<file path="src/rtl/reg_file_cmd_ctrl_pkg.sv">
// Shared definitions for the register-file command controller:
// frame command bytes and the gray-coded FSM state encoding.
`default_nettype none

package reg_file_cmd_ctrl_pkg;

    localparam logic [7:0] CMD_WR = 8'hAA;
    localparam logic [7:0] CMD_RD = 8'hBB;

    // Gray sequence along the usual paths: IDLE->WR_ADDR->WR_DATA, IDLE->RD_ADDR->RD_WAIT->TX_SEND
    typedef enum logic [2:0] {
        ST_IDLE    = 3'b000,
        ST_WR_ADDR = 3'b001,
        ST_WR_DATA = 3'b011,
        ST_RD_ADDR = 3'b010,
        ST_RD_WAIT = 3'b110,
        ST_TX_SEND = 3'b111
    } state_e;

endpackage : reg_file_cmd_ctrl_pkg

`default_nettype wire

</file>
<file path="src/rtl/reg_file_cmd_ctrl.sv">
// Parses UART byte frames into register-file write/read strobes and
// forwards read data to the UART transmitter.
`default_nettype none

module reg_file_cmd_ctrl
    import reg_file_cmd_ctrl_pkg::*;
#(
    parameter int WIDTH        = 8,
    parameter int ADDRESS_SIZE = 4,
    parameter int RD_TIMEOUT   = 8
) (
    input  logic                    clk,
    input  logic                    rst,
    input  logic [WIDTH-1:0]        rx_data,
    input  logic                    rx_data_valid,
    input  logic [WIDTH-1:0]        rd_data,
    input  logic                    rd_data_valid,
    input  logic                    tx_busy,
    output logic                    wr_en,
    output logic                    rd_en,
    output logic [ADDRESS_SIZE-1:0] address,
    output logic [WIDTH-1:0]        wr_data,
    output logic [WIDTH-1:0]        tx_data,
    output logic                    tx_data_valid,
    output logic                    rd_timeout
);

    localparam int              CNT_W    = $clog2(RD_TIMEOUT + 1);
    localparam logic [CNT_W-1:0] CNT_LAST = CNT_W'(RD_TIMEOUT - 1);
    localparam logic [WIDTH-1:0] W_CMD_WR = WIDTH'(CMD_WR);
    localparam logic [WIDTH-1:0] W_CMD_RD = WIDTH'(CMD_RD);

    state_e                  state_q;
    logic [CNT_W-1:0]        cnt_q;
    logic                    wr_en_q;
    logic                    rd_en_q;
    logic [ADDRESS_SIZE-1:0] address_q;
    logic [WIDTH-1:0]        wr_data_q;
    logic [WIDTH-1:0]        tx_data_q;
    logic                    tx_valid_q;
    logic                    rd_timeout_q;

    always_ff @(posedge clk or negedge rst) begin
        if (!rst) begin
            state_q      <= ST_IDLE;
            cnt_q        <= '0;
            wr_en_q      <= 1'b0;
            rd_en_q      <= 1'b0;
            address_q    <= '0;
            wr_data_q    <= '0;
            tx_data_q    <= '0;
            tx_valid_q   <= 1'b0;
            rd_timeout_q <= 1'b0;
        end else begin
            // Strobes default low so each one lasts exactly one cycle
            wr_en_q      <= 1'b0;
            rd_en_q      <= 1'b0;
            tx_valid_q   <= 1'b0;
            rd_timeout_q <= 1'b0;

            case (state_q)
                ST_IDLE: begin
                    if (rx_data_valid) begin
                        if (rx_data == W_CMD_WR) begin
                            state_q <= ST_WR_ADDR;
                        end else if (rx_data == W_CMD_RD) begin
                            state_q <= ST_RD_ADDR;
                        end
                    end
                end

                ST_WR_ADDR: begin
                    if (rx_data_valid) begin
                        address_q <= rx_data[ADDRESS_SIZE-1:0];
                        state_q   <= ST_WR_DATA;
                    end
                end

                ST_WR_DATA: begin
                    if (rx_data_valid) begin
                        wr_data_q <= rx_data;
                        wr_en_q   <= 1'b1;
                        state_q   <= ST_IDLE;
                    end
                end

                ST_RD_ADDR: begin
                    if (rx_data_valid) begin
                        address_q <= rx_data[ADDRESS_SIZE-1:0];
                        rd_en_q   <= 1'b1;
                        cnt_q     <= '0;
                        state_q   <= ST_RD_WAIT;
                    end
                end

                ST_RD_WAIT: begin
                    if (rd_data_valid) begin
                        tx_data_q <= rd_data;
                        cnt_q     <= '0;
                        // Idle transmitter: hand the byte over straight away
                        if (!tx_busy) begin
                            tx_valid_q <= 1'b1;
                            state_q    <= ST_IDLE;
                        end else begin
                            state_q <= ST_TX_SEND;
                        end
                    end else if (cnt_q == CNT_LAST) begin
                        rd_timeout_q <= 1'b1;
                        cnt_q        <= '0;
                        state_q      <= ST_IDLE;
                    end else begin
                        cnt_q <= cnt_q + 1'b1;
                    end
                end

                ST_TX_SEND: begin
                    if (!tx_busy) begin
                        tx_valid_q <= 1'b1;
                        state_q    <= ST_IDLE;
                    end
                end

                default: begin
                    state_q <= ST_IDLE;
                end
            endcase
        end
    end

    assign wr_en         = wr_en_q;
    assign rd_en         = rd_en_q;
    assign address       = address_q;
    assign wr_data       = wr_data_q;
    assign tx_data       = tx_data_q;
    assign tx_data_valid = tx_valid_q;
    assign rd_timeout    = rd_timeout_q;

endmodule : reg_file_cmd_ctrl

`default_nettype wire

</file>
<file path="config.mk">
export PLATFORM = sky130hd
export DESIGN_NAME = reg_file_cmd_ctrl
export DESIGN_NICKNAME = d
export VERILOG_FILES = /design/src/rtl/reg_file_cmd_ctrl_pkg.sv /design/src/rtl/reg_file_cmd_ctrl.sv
export SDC_FILE = /design/constraint.sdc
export NUM_CORES = 1
export LEC_CHECK = 0
export CAP_MARGIN = 40
export CORE_MARGIN = 4
export CORE_UTILIZATION = 49
export CTS_BUF_LIST = sky130_fd_sc_hd__clkbuf_16
export CTS_CLUSTER_DIAMETER = 30
export DETAILED_ROUTE_END_ITERATION = 10
export GPL_TIMING_DRIVEN = 1
export PLACE_DENSITY_LB_ADDON = 0.25
export SLEW_MARGIN = 10
export SYNTH_ARGS = -nofsm -noshare
export SYNTH_HDL_FRONTEND = slang
export SYNTH_SLANG_ARGS = --single-unit
</file>
<file path="constraint.sdc">
create_clock -name clk -period 2.6 [get_ports clk]
set_input_delay 0.52 -clock clk [delete_from_list [all_inputs] [get_ports clk]]
set_output_delay 0.52 -clock clk [all_outputs]
set_load 0.03 [all_outputs]
</file>
# [Yosys cells after proc, flatten, opt, wreduce, memory -nomap -nowiden]
# Cells that the tools add are included.
[word_totals] register_bits=31 in_bits=21 elab_cells=57
[op_classes] addsub=1 eq_ne=15 muxes=24 reduce_logical=8
[ops] cell="$mux 3" n=10
[ops] cell="$pmux 3 s6" n=1
[ops] cell="$eq 8x8->1 const B" n=2
[ops] cell="$mux 4" n=3
[ops] cell="$ne 2x2->1 const B" n=5
[ops] cell="$mux 1" n=8
[ops] cell="$pmux 4 s2" n=1
[ops] cell="$reduce_and 2->1" n=4
[ops] cell="$reduce_and 7->1" n=1
[ops] cell="$eq 3x2->1 const B" n=2
[ops] cell="$eq 3x3->1 const B" n=2
[ops] cell="$ne 3x3->1 const B" n=2
[ops] cell="$add 4x1->4 const B" n=1
[ops] cell="$eq 4x3->1 const B" n=1
[ops] cell="$eq 3x1->1 const B" n=1
[ops] cell="$logic_not 3->1" n=1
[ops] cell="$pmux 1 s2" n=1
[ops] cell="$reduce_bool 2->1" n=1
[ops] cell="$reduce_or 2->1" n=1

# [Depth between registers and ports, before layout]
[logic_depth] depth_word=5 ltp_mapped=5

# [Least setup slack after synthesis]
# No wires, ideal clock.
[synth_path] path_kind="input-to-reg" startpoint="input rx_data[2]" endpoint="register state_q[2]" setup_time_ns=0.125 arrival_time_ns=1.392 required_ns=2.475 path_slack_ns=1.083 cell_stages=4 path_buffers=0 cell_sequence="nand4b_1 -> o31ai_1 -> nand2_1 -> mux2_4"
[synth_between] elab_chain_cells=4 word_cells_on_any_way=7
[synth_rtl] element="from (decl)" line="reg_file_cmd_ctrl.sv:14" text="input logic [WIDTH-1:0] rx_data,"
[synth_rtl] element="$eq 8x8->1" line="reg_file_cmd_ctrl.sv:64" text="if (rx_data == W_CMD_WR) begin"
[synth_rtl] element="$mux 3" line="reg_file_cmd_ctrl.sv:64"
[synth_rtl] element="$mux 3" line="reg_file_cmd_ctrl.sv:63" text="if (rx_data_valid) begin"
[synth_rtl] element="$pmux 3 s6" line="reg_file_cmd_ctrl.sv:61" text="case (state_q)"
[synth_rtl] element="to (signal assigned)" line="reg_file_cmd_ctrl.sv:65" text="state_q <= ST_WR_ADDR;"
[synth_rtl] element="to (signal assigned)" line="reg_file_cmd_ctrl.sv:67" text="state_q <= ST_RD_ADDR;"
[synth_rtl] element="to (signal assigned)" line="reg_file_cmd_ctrl.sv:75" text="state_q <= ST_WR_DATA;"
[synth_rtl] element="to (decl)" line="reg_file_cmd_ctrl.sv:33" text="state_e state_q;"
# Parallel ways exist; a longest one is shown, timed or not. The select of a mux whose other input is x is not followed.
# A chain may end at the register's enable or synchronous reset.

# [Worst setup path in the final report]
[layout_path] startpoint="input rd_data_valid" endpoint="register state_q[2]"
[layout_between] elab_chain_cells=2 word_cells_on_any_way=4
[layout_rtl] element="from (decl)" line="reg_file_cmd_ctrl.sv:17" text="input logic rd_data_valid,"
[layout_rtl] element="$ne 3x3->1 (no line) or $mux 3 (tied branches)"
[layout_rtl] element="$reduce_and 7->1 (no line) or $pmux 3 s6 (tied branches)"
[layout_rtl] element="to (signal assigned)" line="reg_file_cmd_ctrl.sv:45" text="state_q <= ST_IDLE;"
[layout_rtl] element="to (signal assigned)" line="reg_file_cmd_ctrl.sv:65"
[layout_rtl] element="to (signal assigned)" line="reg_file_cmd_ctrl.sv:67"
# Parallel ways exist; a longest one is shown, timed or not.

==> metrics <==
Multi-input gate area a little under 600 um^2; drt pass-1 iters 4; Die Wd between 60 and 70 um; total power density per cell area approximately 1300 mW/mm^2; total of warnings raised by yosys 0; Net Sw Power 947 uW; path class of the lowest-slack min-delay path register to register; setup slack on the worst flop-to-flop path slightly above 0.8 ns; net count after synthesis 146; DRC violations left 0; fraction of power consumed by combinational cells a little over two fifths; most instantiated cells after synthesis 31 x sky130_fd_sc_hd__dfrtp_1, 30 x sky130_fd_sc_hd__nand2_1, 7 x sky130_fd_sc_hd__mux2_2, 6 x sky130_fd_sc_hd__nor2_1, 5 x sky130_fd_sc_hd__mux2_1; gp weighted congestion roughly 0.77; max-cap viol count 0; synthesized area per cell ~11 um^2; period utilisation layout approximately 76%; port bufs 44; Worst EP required around 2.8 ns; highest fanout seen on the critical path 5; fill cell total of the finished layout roughly 200; path type of the worst setup path input pin to register; hold path depth 2; post-detailed-routing wire length between 3000 and 4000 um; number of enable flip-flop cells after synthesis 0; CTS HTree Levels 2; number of ports placed on the die boundary 45; Max Root-Sink Buffers 2; Setup crit end kind register; ratio of routed vias to standard cells 5.48; hold buffer count at CTS 0; post-synth top area share about 56%; routed len/inst ~15 um; layout cell share with drive strength beyond 1 between 10% and 20%; type of element launching the critical path input pin; proportion of synthesized chip area in sequential cells 55.7%; most common cell in the synthesized netlist sky130_fd_sc_hd__dfrtp_1; relative slew slack 68.1%; # clock sinks 31; run status finished clean; total internal power approximately 1.6 mW; part of the total power dissipated in sequential elements roughly a third; Root Buffer sky130_fd_sc_hd__clkbuf_16; setup fix buffers added after clock tree synthesis 0; global routing usage summed across all routing layers ~20%; endpoint arrival time on the critical path 2.13 ns; Core Area about 0.0027 mm^2; f_max 508 MHz; HPWL after DPL 2290 um; Leakage roughly 0.94 nW; number of global-route vias before repair approximately 1.2k; area added between synthesis and finish 45.2%; number of instances in the synthesized netlist approximately 120; clock tree from TritonCTS built; biggest area consumer among synthesized cells sky130_fd_sc_hd__dfrtp_1; overflow left after global routing 0; Inserted Diodes 0; Worst IR Drop VDD between 0.0009 and 0.001 V; FFs w/ async S/R, synth 100%; Yosys reg bits 31; post-synthesis cell type count 38; pin count of the biggest net entering global routing 32; Mapped Area around 0.0014 mm^2; logic depth of the worst register-to-register path 4; count of antenna-violating nets left after detailed routing 0; unrepaired setup endpoints after global routing no; starting density of the core roughly half; switching share of power 37.1%; # resized after CTS 0; worst path setup slack after routing between 0.6 and 0.7 ns; worst-skew pair later-pin latency between 0.2 and 0.3 ns; shortest period the worst path allows roughly 2.0 ns; violation count after the first detailed-routing iteration 38; wire length of the first global-routing pass around 5400 um; final count of hold timing violations 0; number of antenna violations at the first check in global routing 0; number of vias after detailed routing 1124; commonest register cell after synthesis sky130_fd_sc_hd__dfrtp_1; worst slack after detailed placement ~0.38 ns; total area of sequential cells just under 800 um^2; number of buffers created by CTS 5; Hold Crit Endpoint tx_data[5]; count of pins over their slew limit 0; reg-to-reg startpoint state_q[1]; Die Y-Extent about 61 um; reg-to-reg critical path endpoint cnt_q[3]; worst setup skew after layout roughly 0.0028 ns; total number of nets in the final design approximately 200; clock slew seen by the registers of the worst setup and hold paths around 0.050 ns; aggregate negative setup slack 0 ns; die area about 0.0038 mm^2; top cells by area in the synthesized netlist sky130_fd_sc_hd__dfrtp_1 56%, sky130_fd_sc_hd__nand2_1 8.1%, sky130_fd_sc_hd__mux2_2 5.7%; Finish-stage setup viols 0; transition time at the pin with the least slew margin between 0.4 and 0.5 ns; clock network fraction of design power around a quarter; startpoint of the most critical hold path tx_data[5]; Placement Rows 19
## how the worst max path moves through the flow
stage | start | to | cells after the start
global route | rd_data_valid | state_q[2] | 5
detailed placement | rd_data_valid | state_q[2] | 5
global placement | rd_data_valid | state_q[2] | 5
finish | rd_data_valid | state_q[2] | 5
floorplan | rx_data[2] | state_q[2] | 4
CTS | rd_data_valid | state_q[2] | 5
## state kept, by name, indices dropped and copies added, names as in the netlist
| register | flops |
|---|---|
| address | 4 |
| cnt_q | 4 |
| rd_en | 1 |
| rd_timeout | 1 |
| state_q | 3 |
| tx_data | 8 |
| tx_data_valid | 1 |
| wr_data | 8 |
| wr_en | 1 |
## metrics by stage
step	instance area, um^2	total power, mW	utilization (%)	hold WS, ns	instances
finish	2020	2.55	74.0	0.470	205
global route	2020	2.70	74.0	0.499	205
CTS	2020	2.57	74.0	0.474	205
detailed placement	1860	1.92	68.0	0.462	197
global placement	1860	1.88	68.0	0.448	197
floorplan	1390	1.48	-	0.224	124
## critical path, stage by stage
cell and delay (ns):
sky130_fd_sc_hd__clkdlybuf4s50_1 0.59, sky130_fd_sc_hd__and4bb_4 0.25, sky130_fd_sc_hd__a211oi_2 0.28, sky130_fd_sc_hd__nand2_1 0.16, sky130_fd_sc_hd__mux2_4 0.32
## placed cells by master, fill, tap and decap left out, types with 2 or more instances in the layout
| cell | instances |
|---|---|
| sky130_fd_sc_hd__nand2_1 | 30 |
| sky130_fd_sc_hd__dfrtp_1 | 31 |
| sky130_fd_sc_hd__o21ai_1 | 3 |
| sky130_fd_sc_hd__o31ai_1 | 2 |
| sky130_fd_sc_hd__nand3_1 | 2 |
| sky130_fd_sc_hd__clkbuf_16 | 5 |
| sky130_fd_sc_hd__clkdlybuf4s50_1 | 44 |
| sky130_fd_sc_hd__mux2_1 | 5 |
| sky130_fd_sc_hd__nor3b_1 | 2 |
| sky130_fd_sc_hd__nand2b_1 | 2 |
| sky130_fd_sc_hd__a21oi_1 | 2 |
| sky130_fd_sc_hd__nor2_1 | 6 |
| sky130_fd_sc_hd__o21ai_0 | 4 |
| sky130_fd_sc_hd__xor2_1 | 2 |
| sky130_fd_sc_hd__mux2_2 | 7 |
## per-layer routing
layer,routed length [um],GRT usage [%],up-vias,share of wire [%]
met3,261,8.60,10,8.3
met1,1220,23.1,544,39
li1,-,-,530,-
met2,1580,33.2,40,50
met5,0,0,-,0
met4,99,10.3,0,3.1
## cells by family after synthesis
logic type | share of synthesized area, %
and+or+nand+nor | 22.4
adders and majority gates | 0.898
buffers and inverters | 2.06
DFF | 55.7
muxes | 10.8
AOI/OAI and AO/OA | 6.91
xor gates and xnor gates | 1.26
## power by group through the flow
stage | Sequential (mW) | Clock (mW) | Combinational (mW)
5_1_grt | 0.861 | 0.676 | 1.17
2_1_floorplan | 1.09 | 0 | 0.394
3_3_place_gp | 0.824 | 0 | 1.05
6_report | 0.833 | 0.641 | 1.08
4_1_cts | 0.834 | 0.647 | 1.09
3_5_place_dp | 0.839 | 0 | 1.08
## area by class of cell
class | instances | area share, %
flip-flops and latches | 31 | 38.3
multi-input cells | 88 | 29.1
repair buffers | 45 | 22.1
clock buffers | 5 | 6.18
clock inverters | 3 | 1.92
well taps | 31 | 1.92
inverters | 2 | 0.371
Power figures use the tool's default switching activity.
